`config.mk`:
```
export PLATFORM = sky130hd
export DESIGN_NAME = serial_adder_flat
export DESIGN_NICKNAME = d
export VERILOG_FILES = /design/src/rtl/serial_adder_if.sv /design/src/rtl/serial_adder.sv /design/src/flat_wrapper.sv
export SDC_FILE = /design/constraint.sdc
export NUM_CORES = 1
export LEC_CHECK = 0
export CAP_MARGIN = 20
export CORE_AREA = 5 5 57 79
export CTS_CLUSTER_DIAMETER = 120
export DETAILED_ROUTE_END_ITERATION = 8
export DIE_AREA = 0 0 62 84
export GPL_TIMING_DRIVEN = 0
export PLACE_DENSITY = 0.73
export SETUP_SLACK_MARGIN = 0.1
export SLEW_MARGIN = 20
export SYNTH_ARGS = -nofsm -noshare
export SYNTH_HDL_FRONTEND = slang
export SYNTH_SLANG_ARGS = --single-unit
```
`constraint.sdc`:
```
create_clock -name clk -period 1.35 [get_ports clk]
set_input_delay 0.135 -clock clk [delete_from_list [all_inputs] [get_ports clk]]
set_output_delay 0.135 -clock clk [all_outputs]
set_load 0.02 [all_outputs]
```
`src/rtl/serial_adder_if.sv`:
```
// rtl/serial_adder_if.sv - start/operand request and busy/done/result bundle for serial_adder
interface serial_adder_if #(
  parameter int WIDTH = 8
);
  logic             start;
  logic [WIDTH-1:0] a;
  logic [WIDTH-1:0] b;
  logic             busy;
  logic             done;
  logic [WIDTH-1:0] sum;
  logic             carry_out;

  modport master (
    output start, a, b,
    input  busy, done, sum, carry_out
  );

  modport slave (
    input  start, a, b,
    output busy, done, sum, carry_out
  );
endinterface

```
`src/rtl/serial_adder.sv`:
```
// rtl/serial_adder.sv - bit-serial LSB-first adder, one full-adder cell and one carry flop
module serial_adder #(
  parameter int WIDTH = 8
) (
  input  logic           clk,
  input  logic           rst_n,
  serial_adder_if.slave  bus
);
  localparam int CW = $clog2(WIDTH) + 1;

  typedef enum logic {IDLE, ADD} state_t;

  state_t           state_q, state_d;
  logic [WIDTH-1:0] a_sr_q, a_sr_d;
  logic [WIDTH-1:0] b_sr_q, b_sr_d;
  logic [WIDTH-1:0] psum_q, psum_d;
  logic [WIDTH-1:0] sum_q, sum_d;
  logic [CW-1:0]    cnt_q, cnt_d;
  logic             carry_q, carry_d;
  logic             carry_out_q, carry_out_d;
  logic             done_q, done_d;
  logic             s_bit;
  logic             c_next;

  assign s_bit  = a_sr_q[0] ^ b_sr_q[0] ^ carry_q;
  assign c_next = (a_sr_q[0] & b_sr_q[0]) | (a_sr_q[0] & carry_q) | (b_sr_q[0] & carry_q);

  always_comb begin
    state_d     = state_q;
    a_sr_d      = a_sr_q;
    b_sr_d      = b_sr_q;
    psum_d      = psum_q;
    sum_d       = sum_q;
    cnt_d       = cnt_q;
    carry_d     = carry_q;
    carry_out_d = carry_out_q;
    done_d      = 1'b0;
    case (state_q)
      IDLE: begin
        if (bus.start) begin
          state_d = ADD;
          a_sr_d  = bus.a;
          b_sr_d  = bus.b;
          psum_d  = '0;
          carry_d = 1'b0;
          cnt_d   = '0;
        end
      end
      ADD: begin
        a_sr_d            = a_sr_q >> 1;
        b_sr_d            = b_sr_q >> 1;
        psum_d            = psum_q >> 1;
        psum_d[WIDTH-1]   = s_bit;
        carry_d           = c_next;
        cnt_d             = cnt_q + CW'(1);
        // Last bit: publish the freshly completed partial sum, not the stale register.
        if (cnt_q == CW'(WIDTH - 1)) begin
          state_d     = IDLE;
          sum_d       = psum_d;
          carry_out_d = c_next;
          done_d      = 1'b1;
        end
      end
      default: state_d = IDLE;
    endcase
  end

  always_ff @(posedge clk or negedge rst_n) begin
    if (!rst_n) begin
      state_q     <= IDLE;
      a_sr_q      <= '0;
      b_sr_q      <= '0;
      psum_q      <= '0;
      sum_q       <= '0;
      cnt_q       <= '0;
      carry_q     <= 1'b0;
      carry_out_q <= 1'b0;
      done_q      <= 1'b0;
    end else begin
      state_q     <= state_d;
      a_sr_q      <= a_sr_d;
      b_sr_q      <= b_sr_d;
      psum_q      <= psum_d;
      sum_q       <= sum_d;
      cnt_q       <= cnt_d;
      carry_q     <= carry_d;
      carry_out_q <= carry_out_d;
      done_q      <= done_d;
    end
  end

  assign bus.busy      = (state_q == ADD);
  assign bus.done      = done_q;
  assign bus.sum       = sum_q;
  assign bus.carry_out = carry_out_q;
endmodule

```
`src/flat_wrapper.sv`:
```
// flat-port wrapper written by rule: the top's interface ports become plain ports
module serial_adder_flat 
#(
  parameter int WIDTH = 8
)
  (clk, rst_n, bus_start, bus_a, bus_b, bus_busy, bus_done, bus_sum, bus_carry_out);
  serial_adder_if #(.WIDTH(WIDTH)) bus_i ();
  input  logic clk;
  input  logic rst_n;
  input wire logic [$bits(bus_i.start)-1:0] bus_start;
  input wire logic [$bits(bus_i.a)-1:0] bus_a;
  input wire logic [$bits(bus_i.b)-1:0] bus_b;
  output wire logic [$bits(bus_i.busy)-1:0] bus_busy;
  output wire logic [$bits(bus_i.done)-1:0] bus_done;
  output wire logic [$bits(bus_i.sum)-1:0] bus_sum;
  output wire logic [$bits(bus_i.carry_out)-1:0] bus_carry_out;
  assign bus_i.start = bus_start;
  assign bus_i.a = bus_a;
  assign bus_i.b = bus_b;
  assign bus_busy = bus_i.busy;
  assign bus_done = bus_i.done;
  assign bus_sum = bus_i.sum;
  assign bus_carry_out = bus_i.carry_out;
  serial_adder #(.WIDTH(WIDTH)) u_core (.clk(clk), .rst_n(rst_n), .bus(bus_i));
endmodule
```
== After elaboration in Yosys (flattened, before gate mapping) ==
Index checks and enable logic that the tools add are counted.
Widths: inputs -> output; s select.

* Input bits: 19
* Bits in registers: 40
* Word-level logic and storage cells: 36
* Output and inout bits: 11

* $add $sub $neg: 1
* Muxes and demuxes: 15
* Bitwise operators: 8
* Reduce and logical (&&, ||, !) cells: 1
* Eq/ne operators: 2

{| class="wikitable"
|+ Operators by type and width
! kind !! count
|-
| $pmux 8 s2 || 3
|-
| $mux 8 || 3
|-
| $pmux 4 s2 || 1
|-
| $mux 1 || 5
|-
| $add 4x1->4 const B || 1
|-
| $eq 4x3->1 const B || 1
|-
| $mux 4 || 1
|-
| $pmux 1 s2 || 2
|-
| $and 1x1->1 || 3
|-
| $ne 2x2->1 const B || 1
|-
| $or 1x1->1 || 2
|-
| $reduce_and 2->1 || 1
|-
| $xor 1x1->1 || 2
|-
| $not 1->1 || 1
|}

== Logic depth before layout (Yosys ltp) ==
Gate-level depths: netlist of the first run.

* Depth in word-level cells: 4
* Gate-level depth with buffers: 4
* Depth with buffers taken out: 4

== Worst setup path after synthesis of the first run ==
OpenSTA, ideal clock, no wires.

* Path type: register -> register
* Start: register u_core.cnt_q[0]
* End: register u_core.carry_out_q (netlist: u_core.bus.carry_out)
* Cell stages (with the launch flop): 4
* Slack: 104 ps
* Data arrival time: 1,121 ps
* Data required time: 1,225 ps
* Cell sequence: dfrtp_1 > ha_1 > nand4b_4 > mux2_2

* Longest elaborated chain between the ends: 2

{| class="wikitable"
|+ RTL lines
! what !! RTL line !! RTL
|-
| start, declared || serial_adder.sv:18 || <nowiki>logic [CW-1:0] cnt_q, cnt_d;</nowiki>
|-
| start signal, assigned || serial_adder.sv:85 || <nowiki>cnt_q <= cnt_d;</nowiki>
|-
| $eq 4x3->1 || serial_adder.sv:57 || <nowiki>if (cnt_q == CW'(WIDTH - 1)) begin</nowiki>
|-
| $reduce_and 2->1 (no line) || - ||
|-
| end signal, assigned || serial_adder.sv:87 || <nowiki>carry_out_q <= carry_out_d;</nowiki>
|-
| end, declared || serial_adder.sv:20 || <nowiki>logic carry_out_q, carry_out_d;</nowiki>
|}

No other way between the ends.
A chain may end at the register's enable or synchronous reset.

== Worst setup path in the final report of the first run ==
* Start: register u_core.b_sr_q[0]
* End: register u_core.sum_q[7] (netlist: u_core.bus.sum[7])

* Longest elaborated chain between the ends: 2

{| class="wikitable"
|+ RTL lines
! what !! RTL line !! RTL
|-
| start, declared || serial_adder.sv:15 || <nowiki>logic [WIDTH-1:0] b_sr_q, b_sr_d;</nowiki>
|-
| start signal, assigned || serial_adder.sv:82 || <nowiki>b_sr_q <= b_sr_d;</nowiki>
|-
| $xor 1x1->1 (2 in series) || serial_adder.sv:25 || <nowiki>assign s_bit = a_sr_q[0] ^ b_sr_q[0] ^ carry_q;</nowiki>
|-
| via u_core.s_bit || serial_adder.sv:22 || <nowiki>logic s_bit;</nowiki>
|-
| end signal, assigned || serial_adder.sv:84 || <nowiki>sum_q <= sum_d;</nowiki>
|-
| end, declared || serial_adder.sv:17 || <nowiki>logic [WIDTH-1:0] sum_q, sum_d;</nowiki>
|}

The timed path passes the listed nets, and every way through them passes these cells.

==> results of run 1 <==
## through the flow
stage | util (%) | worst slack (ps) | hold slack [ps]
global route | 55.5 | 28.6 | 276
CTS | 55.1 | 57.6 | 266
finish | 55.5 | 70.5 | 278
global placement | 51.6 | -709 | 466
floorplan | - | 104 | -161
detailed placement | 52.2 | 10.1 | 81.7
## metal layers
layer	wire length, um	vias to the layer above	track usage, %	share of wire (%)
met3	202	8	4.95	6.4
met5	0	-	0	0
met2	1570	32	19.7	50
met1	1310	555	17.7	42
li1	-	517	-	-
met4	53	0	5.21	1.7
## repair_timing
item,in CTS,in global routing
cloned,1,0
hold endpoints to repair,14,0
hold buffers,1,0
setup endpoints to repair,21,24
pin swaps,2,2
setup buffers,0,1
resized for setup,13,5
## power by group through the flow
| stage | Sequential (W) | Clock, W | Combinational, W |
|---|---|---|---|
| 2_1_floorplan | 0.00198 | 0 | 0.000828 |
| 3_3_place_gp | 0.00188 | 0 | 0.00141 |
| 3_5_place_dp | 0.00190 | 0 | 0.00147 |
| 4_1_cts | 0.00190 | 0.000798 | 0.00144 |
| 5_1_grt | 0.00196 | 0.000858 | 0.00159 |
| 6_report | 0.00190 | 0.000783 | 0.00145 |
## cells in the final DEF, fill, tap and decap left out, types with 2 or more instances in the layout
cell type	n
sky130_fd_sc_hd__dfrtp_1	39
sky130_fd_sc_hd__a22o_1	10
sky130_fd_sc_hd__nor2_1	3
sky130_fd_sc_hd__dlygate4sd2_1	11
sky130_fd_sc_hd__clkdlybuf4s50_1	16
sky130_fd_sc_hd__nand2_1	15
sky130_fd_sc_hd__clkbuf_8	6
sky130_fd_sc_hd__o21ai_0	16
sky130_fd_sc_hd__clkbuf_2	2
sky130_fd_sc_hd__mux2_2	10
sky130_fd_sc_hd__buf_4	4
sky130_fd_sc_hd__mux2i_1	16
sky130_fd_sc_hd__buf_2	2
## cells in the mapped netlist, drive strengths merged
cell / count
mux2: 10
mux2i: 16
inv: 1
nor2: 4
nand2: 15
nor2b: 1
fa: 1
clkbuf: 3
ha: 1
buf: 5
o21ai: 16
a22o: 10
dfrtp: 39
nand4b: 1
nand3: 1
xnor2: 1
## how the worst max path moves through the flow
| stage | slack (ps) | start | end |
|---|---|---|---|
| 3_5_place_dp | 10 | u_core.cnt_q[0] | u_core.bus.sum[4] |
| 2_1_floorplan | 100 | u_core.cnt_q[0] | u_core.bus.carry_out |
| 4_1_cts | 60 | u_core.a_sr_q[0] | u_core.bus.sum[7] |
| 6_report | 70 | u_core.b_sr_q[0] | u_core.bus.sum[7] |
| 3_3_place_gp | -710 | rst_n | u_core.b_sr_q[5] |
| 5_1_grt | 30 | u_core.cnt_q[0] | u_core.bus.sum[0] |
## cells by family after synthesis
| group | share of synthesized area (%) |
|---|---|
| AO/OA/AOI/OAI | 10.4 |
| adder cells (fa/ha/maj) | 2.01 |
| AND/OR/NAND/NOR | 6.57 |
| buffers and inverters | 3.32 |
| flip-flops | 60.3 |
| XOR/XNOR | 0.541 |
| multiplexers | 16.9 |
## critical path, cell delays in order, from the launching register on
cell and delay (ps):
sky130_fd_sc_hd__dfrtp_1 400, sky130_fd_sc_hd__fa_1 500, sky130_fd_sc_hd__mux2_2 270
## flip-flops by register name, indices dropped and copies added (netlist names)
name / cells
u_core.a_sr_q: 8
u_core.b_sr_q: 8
u_core.bus.sum: 8
u_core.psum_q: 7
u_core.cnt_q: 4
u_core.bus.busy: 1
u_core.bus.carry_out: 1
u_core.bus.done: 1
u_core.carry_q: 1
## area by class of cell
type	instances	area, um2
inverters	1	3.75
well taps	43	53.8
multi-input cells	78	618
clock inverters	1	5.00
fillers	330	1690
clock buffers	6	82.6
plain buffers	8	52.6
flip-flops and latches	39	976
repair buffers	31	307
==> impl_metrics.ini, run 1 <==
[route]
routed-via-count = 1112
drt_first_iter_violations = 45
detail-route-antenna-nets = 0
vias_per_cell = 5.37
wl_per_cell_um = 15.2
post-route-drc-count = 0
detailedRoute.firstPassIterationCount = 4
routed_wl_um = 3140

[grt]
first_global_vias = 1122
overflow = 0
grt_max_degree = 26
global_route_wire_length_before_repair_um = 5220
grt_antenna_before_repair = 0
groute.usage.overall_pct = 13.5

[yosys]
yosys_register_bits = 39
synth_area_per_cell_um2 = 12.9
synth_cell_types = 18
postSynthCellCount = 125
synth_area_leader_cell = sky130_fd_sc_hd__dfrtp_1
ys_warn_count = 0
ranking_of_synthesized_cells_by_area = sky130_fd_sc_hd__dfrtp_1, sky130_fd_sc_hd__mux2i_1, sky130_fd_sc_hd__mux2_2
synth_top_area_share_pct = 60.3
sequential_element_share_of_the_synthesized_area_pct = 60.3
mappedNetlistNets = 146
synth.cell_area_um2 = 1620

[sta]
finalSetupTns_ps = 0
timing_hold_violations_final = 0
fin_worst_skew_ps = 4.59
timing_worst_slew_pin_value_ps = 385
rsz_0062_raised_after_global_routing = true
min_period_ps = 1280
maxSlewHeadroom_pct = 74.3
setup_violations = 0
fmaxAchievable_ghz = 0.782
maxSlewViolCount = 0
min_period_over_period_pct = 94.8

[floorplan]
start_util_pct = 42.8
die_width_um = 62
floorplan.core_area_um2 = 3780
die_y_um = 84
floorplan.rows = 27
die_area_um2 = 5210
top_level_ports = 30

[critical_path]
worst_setup_path_start_kind = flop
worstPathArrival_ps = 1460
end_kind = flop
critical_path.max_fanout = 2
crit_type = flop to flop
ff2ff_path_depth = 2
critical_r2r_launch = u_core.b_sr_q[0]
crit_reg_reg_endpoint = u_core.bus.sum[7]
minimum_setup_slack_among_reg_to_reg_paths_ps = 70
timing.critical_path.required_ps = 1530

[worst_hold_path]
hold_path_startpoint = bus_start
hold_path_class = input port to flop
worst_hold_endpoint = u_core.b_sr_q[6]
whs_path_depth = 3

[placement]
gpl.final_weighted_congestion = 0.733
io_buffer_count = 28
placedCellCount = 197
dp_hpwl_um = 2200
dpl-instance-area_um2 = 1970

[cells_and_area]
final_layout_size_suffix_gt1_share_pct = 18.9
area_growth_pct = 29.7
n_antenna_cell = 0
postLayoutCellArea_um2 = 2100
finish.cell_count_without_fillers = 207
design.final.nets = 185

[power_and_ir_drop]
power_leakage_nw = 1.02
net-switching-power_w = 0.00140
share_clk_of_total_power_pct = 18.9
power.internal_w = 0.00273
ir_drop_mv = 1.13
share_comb_of_total_power_pct = 35.0
switching_share_pct = 33.8
power.sequential.fraction_pct = 46.1
overall_power_after_layout_w = 0.00413
cellPowerDensity_nw_per_um2 = 1970

[clock_network]
bufs_on_longest_clock_path = 2
cts_tree = yes
ctsRootBufferMaster = sky130_fd_sc_hd__clkbuf_8
deepest_level_of_the_cts_h_tree = 2
cts-buffers-inserted = 5
cts_clk_pin_slew_worst_paths_ps = 70
worst_skew_pair.late_latency_ps = 290
cts_num_sinks = 39

[run]
maxCapViolations = 0

[run_status]
result_of_the_run = finished, final reports clean
No activity file was read; power rests on OpenSTA's default activity.
==> run 2, diff against run 1 <==
- ABC_AREA: unset -> 1
- CORE_AREA: 5 5 57 79 -> 5 5 57 80
- DIE_AREA: 0 0 62 84 -> 0 0 62 85
- PLACE_DENSITY: 0.73 -> 0.74
==> run 2 against run 1 <==
Against the previous run:
- utilization up 0.76 points
- clock skew up 1.8 ps
- synthesized cell count up 46%
- power up 7.7%
- area after synthesis up 2.6%
- register-to-register slack better by 90 ps
- cell area up 1.4%
==> impl_metrics.ini, run 2 <==
[power_and_ir_drop]
ir_drop_mv = 1.11
power.internal_w = 0.00279
share_comb_of_total_power_pct = 37.1
power.sequential.fraction_pct = 42.3
overall_power_after_layout_w = 0.00445
net-switching-power_w = 0.00166
share_clk_of_total_power_pct = 20.6
power_leakage_nw = 1.11
switching_share_pct = 37.2
cellPowerDensity_nw_per_um2 = 2090

[yosys]
postSynthCellCount = 183
synth_enable_flop_cells = 0
share_of_the_synthesized_netlist_area_taken_by_xor_and_xnor_gates_pct = 0
synth_area_leader_cell = sky130_fd_sc_hd__dfrtp_1
synth-adder-area-share_pct = 1.96
most_frequent_cell_after_synthesis = sky130_fd_sc_hd__nand2_1
synth_top_area_share_pct = 58.8
dominant_combinational_cell_family_by_area_after_synthesis = simple AND/OR/NAND/NOR gates
fraction_of_the_mapped_netlist_area_in_compound_gates_pct = 3.85
synth_flop_cell = sky130_fd_sc_hd__dfrtp_1
synth_simple_gate_area_share_pct = 29.0
ys_warn_count = 0
synth_async_sr_flop_share_pct = 100
synth.cell_area_um2 = 1660
synth.mux.area_fraction_pct = 0
synth_cell_types = 18
ranking_of_synthesized_cells_by_area = sky130_fd_sc_hd__dfrtp_1, sky130_fd_sc_hd__nand2_1, sky130_fd_sc_hd__nand3_1
mappedNetlistNets = 204
synth.cells.most_frequent = sky130_fd_sc_hd__nand2_1, sky130_fd_sc_hd__dfrtp_1, sky130_fd_sc_hd__nand3_1
yosys_register_bits = 39
sequential_element_share_of_the_synthesized_area_pct = 58.8
synth_area_per_cell_um2 = 9.07

[floorplan]
die_area_um2 = 5270
start_util_pct = 43.8
floorplan.rows = 27
top_level_ports = 30
die_width_um = 62
floorplan.core_area_um2 = 3780
die_y_um = 85

[critical_path]
crit_path_max_incr_delay_ps = 470
end_kind = output port
timing.critical_path.required_ps = 1220
worst_setup_path_start_kind = flop
worstPathArrival_ps = 1100
critical_path.max_fanout = 4
cp_slowest_cell = sky130_fd_sc_hd__dfrtp_2
critical_path.top_delay_family = flip-flops
crit_cells = 1
timing.critical_path.buf_inv = 1
ff2ff_path_depth = 3
cp_cell_sequence = dlygate4sd2_1
crit_type = flop to output port

[placement]
gpl.final_weighted_congestion = 0.747
io_buffer_count = 29
placedCellCount = 256
dp_hpwl_um = 2330

[cells_and_area]
commonest_non_fill_non_tap_cell_in_the_layout = sky130_fd_sc_hd__nand2_1
design.final.nets = 242
finish.cell_count_without_fillers = 264
final_layout_size_suffix_gt1_share_pct = 10.4
area_growth_pct = 28.2
layout_common_cells = sky130_fd_sc_hd__nand2_1, sky130_fd_sc_hd__dfrtp_1, sky130_fd_sc_hd__nand3_1
seqCellArea_um2 = 977
layout.filler_cells = 364
n_antenna_cell = 0
multi_input_area_um2 = 583

[route]
wl_per_cell_um = 11.9
detailedRoute.firstPassIterationCount = 4
detail-route-antenna-nets = 0
vias_per_cell = 4.81
routed_wl_um = 3130
drt_first_iter_violations = 48
post-route-drc-count = 0
routed-via-count = 1271

[sta]
min_period_over_period_pct = 91.5
timing_worst_slew_pin_value_ps = 338
maxSlewViolCount = 0
fmaxAchievable_ghz = 0.810
rsz_0062_raised_after_global_routing = true
timing_hold_violations_final = 0
setup_violations = 0
finalSetupTns_ps = 0
maxSlewHeadroom_pct = 77.5
min_period_ps = 1230
fin_worst_skew_ps = 6.41

[clock_network]
ctsRootBufferMaster = sky130_fd_sc_hd__clkbuf_8
cts_num_sinks = 39
post-cts-setup-buffers = 0
cts_clk_pin_slew_worst_paths_ps = 70
bufs_on_longest_clock_path = 2
worst_skew_pair.late_latency_ps = 290
cts_tree = yes
cts-buffers-inserted = 5
deepest_level_of_the_cts_h_tree = 2

[grt]
first_global_vias = 1281
global_route_wire_length_before_repair_um = 5490
overflow = 0
groute.usage.overall_pct = 14.2
grt_antenna_before_repair = 0
grt_max_degree = 27

[run]
maxCapViolations = 0

[worst_hold_path]
hold_path_class = input port to async pin

[run_status]
result_of_the_run = finished, final reports clean
run 2: changes by cell type after synthesis, moves of 3 or more:
cell,delta
sky130_fd_sc_hd__nand2_1,+66
sky130_fd_sc_hd__nand3_1,+22
sky130_fd_sc_hd__mux2i_1,-16
sky130_fd_sc_hd__inv_1,+12
sky130_fd_sc_hd__o21ai_0,-12
sky130_fd_sc_hd__a22o_1,-10
sky130_fd_sc_hd__mux2_2,-10
sky130_fd_sc_hd__o22ai_1,+5
sky130_fd_sc_hd__clkbuf_1,-3
sky130_fd_sc_hd__inv_2,+3
run 2: layout make-up:
| cell class | count | area share [%] |
|---|---|---|
| flip-flops and latches | 39 | 45.9 |
| multi-input cells | 123 | 27.4 |
| repair buffers | 31 | 14.2 |
| clock buffers | 6 | 3.41 |
| inverters | 16 | 2.94 |
| well taps | 43 | 2.53 |
| plain buffers | 5 | 2.18 |
| clock inverters | 1 | 1.41 |
run 2: kinds of logic (layout without fill, tap and decap cells):
family / Yosys count / count (layout)
buffers and inverters: 21 / 59
adders and majority gates: 2 / 2
and+or+nand+nor: 110 / 110
DFF: 39 / 39
AOI/OAI and AO/OA: 11 / 11
run 2: repair_timing:
item                       4_1_cts  5_1_grt
pin swaps                        0        5
hold buffers                     1        0
hold endpoints to repair        13        0
gates resized for setup         11        5
setup endpoints to repair       11       14
run 2: metrics by stage:
step / hold WS, ps / utilization [%] / setup WS [ps] / cell area, um2
after floorplan: -161 / - / 209 / 1660
after global placement: 454 / 52.9 / -760 / 2000
after detailed placement: 54.9 / 53.3 / -35.7 / 2020
after CTS: 270 / 56.0 / 54.3 / 2120
after global routing: 303 / 56.2 / 72.8 / 2130
final: 268 / 56.2 / 115 / 2130
run 2: final timing paths:
path | to | slack [ps] | startpoint
max | bus_busy | 120 | u_core.bus.busy
min | u_core.b_sr_q[4] | 270 | rst_n
max reg2reg | u_core.bus.sum[7] | 160 | u_core.a_sr_q[0]
min reg2reg | u_core.bus.sum[0] | 460 | u_core.bus.sum[0]
max in group asynchronous | u_core.bus.busy | 640 | rst_n
min in group clk | u_core.a_sr_q[7] | 380 | bus_a[7]
run 2: layer usage:
layer	vias up	share of wire (%)	routed length, um	global-route usage (%)
li1	649	-	-	-
met2	33	51	1610	23.8
met4	0	2.4	74	7.92
met5	-	0	0	0
met3	4	6.1	190	4.57
met1	585	40	1260	15.0
run 2: power groups by stage:
stage          Combinational, W  Clock (W)  Sequential [W]
2_1_floorplan          0.000997          0         0.00201
3_3_place_gp            0.00167          0         0.00189
4_1_cts                 0.00165   0.000944         0.00188
3_5_place_dp            0.00172          0         0.00190
5_1_grt                 0.00185    0.00100         0.00195
6_report                0.00165   0.000917         0.00188
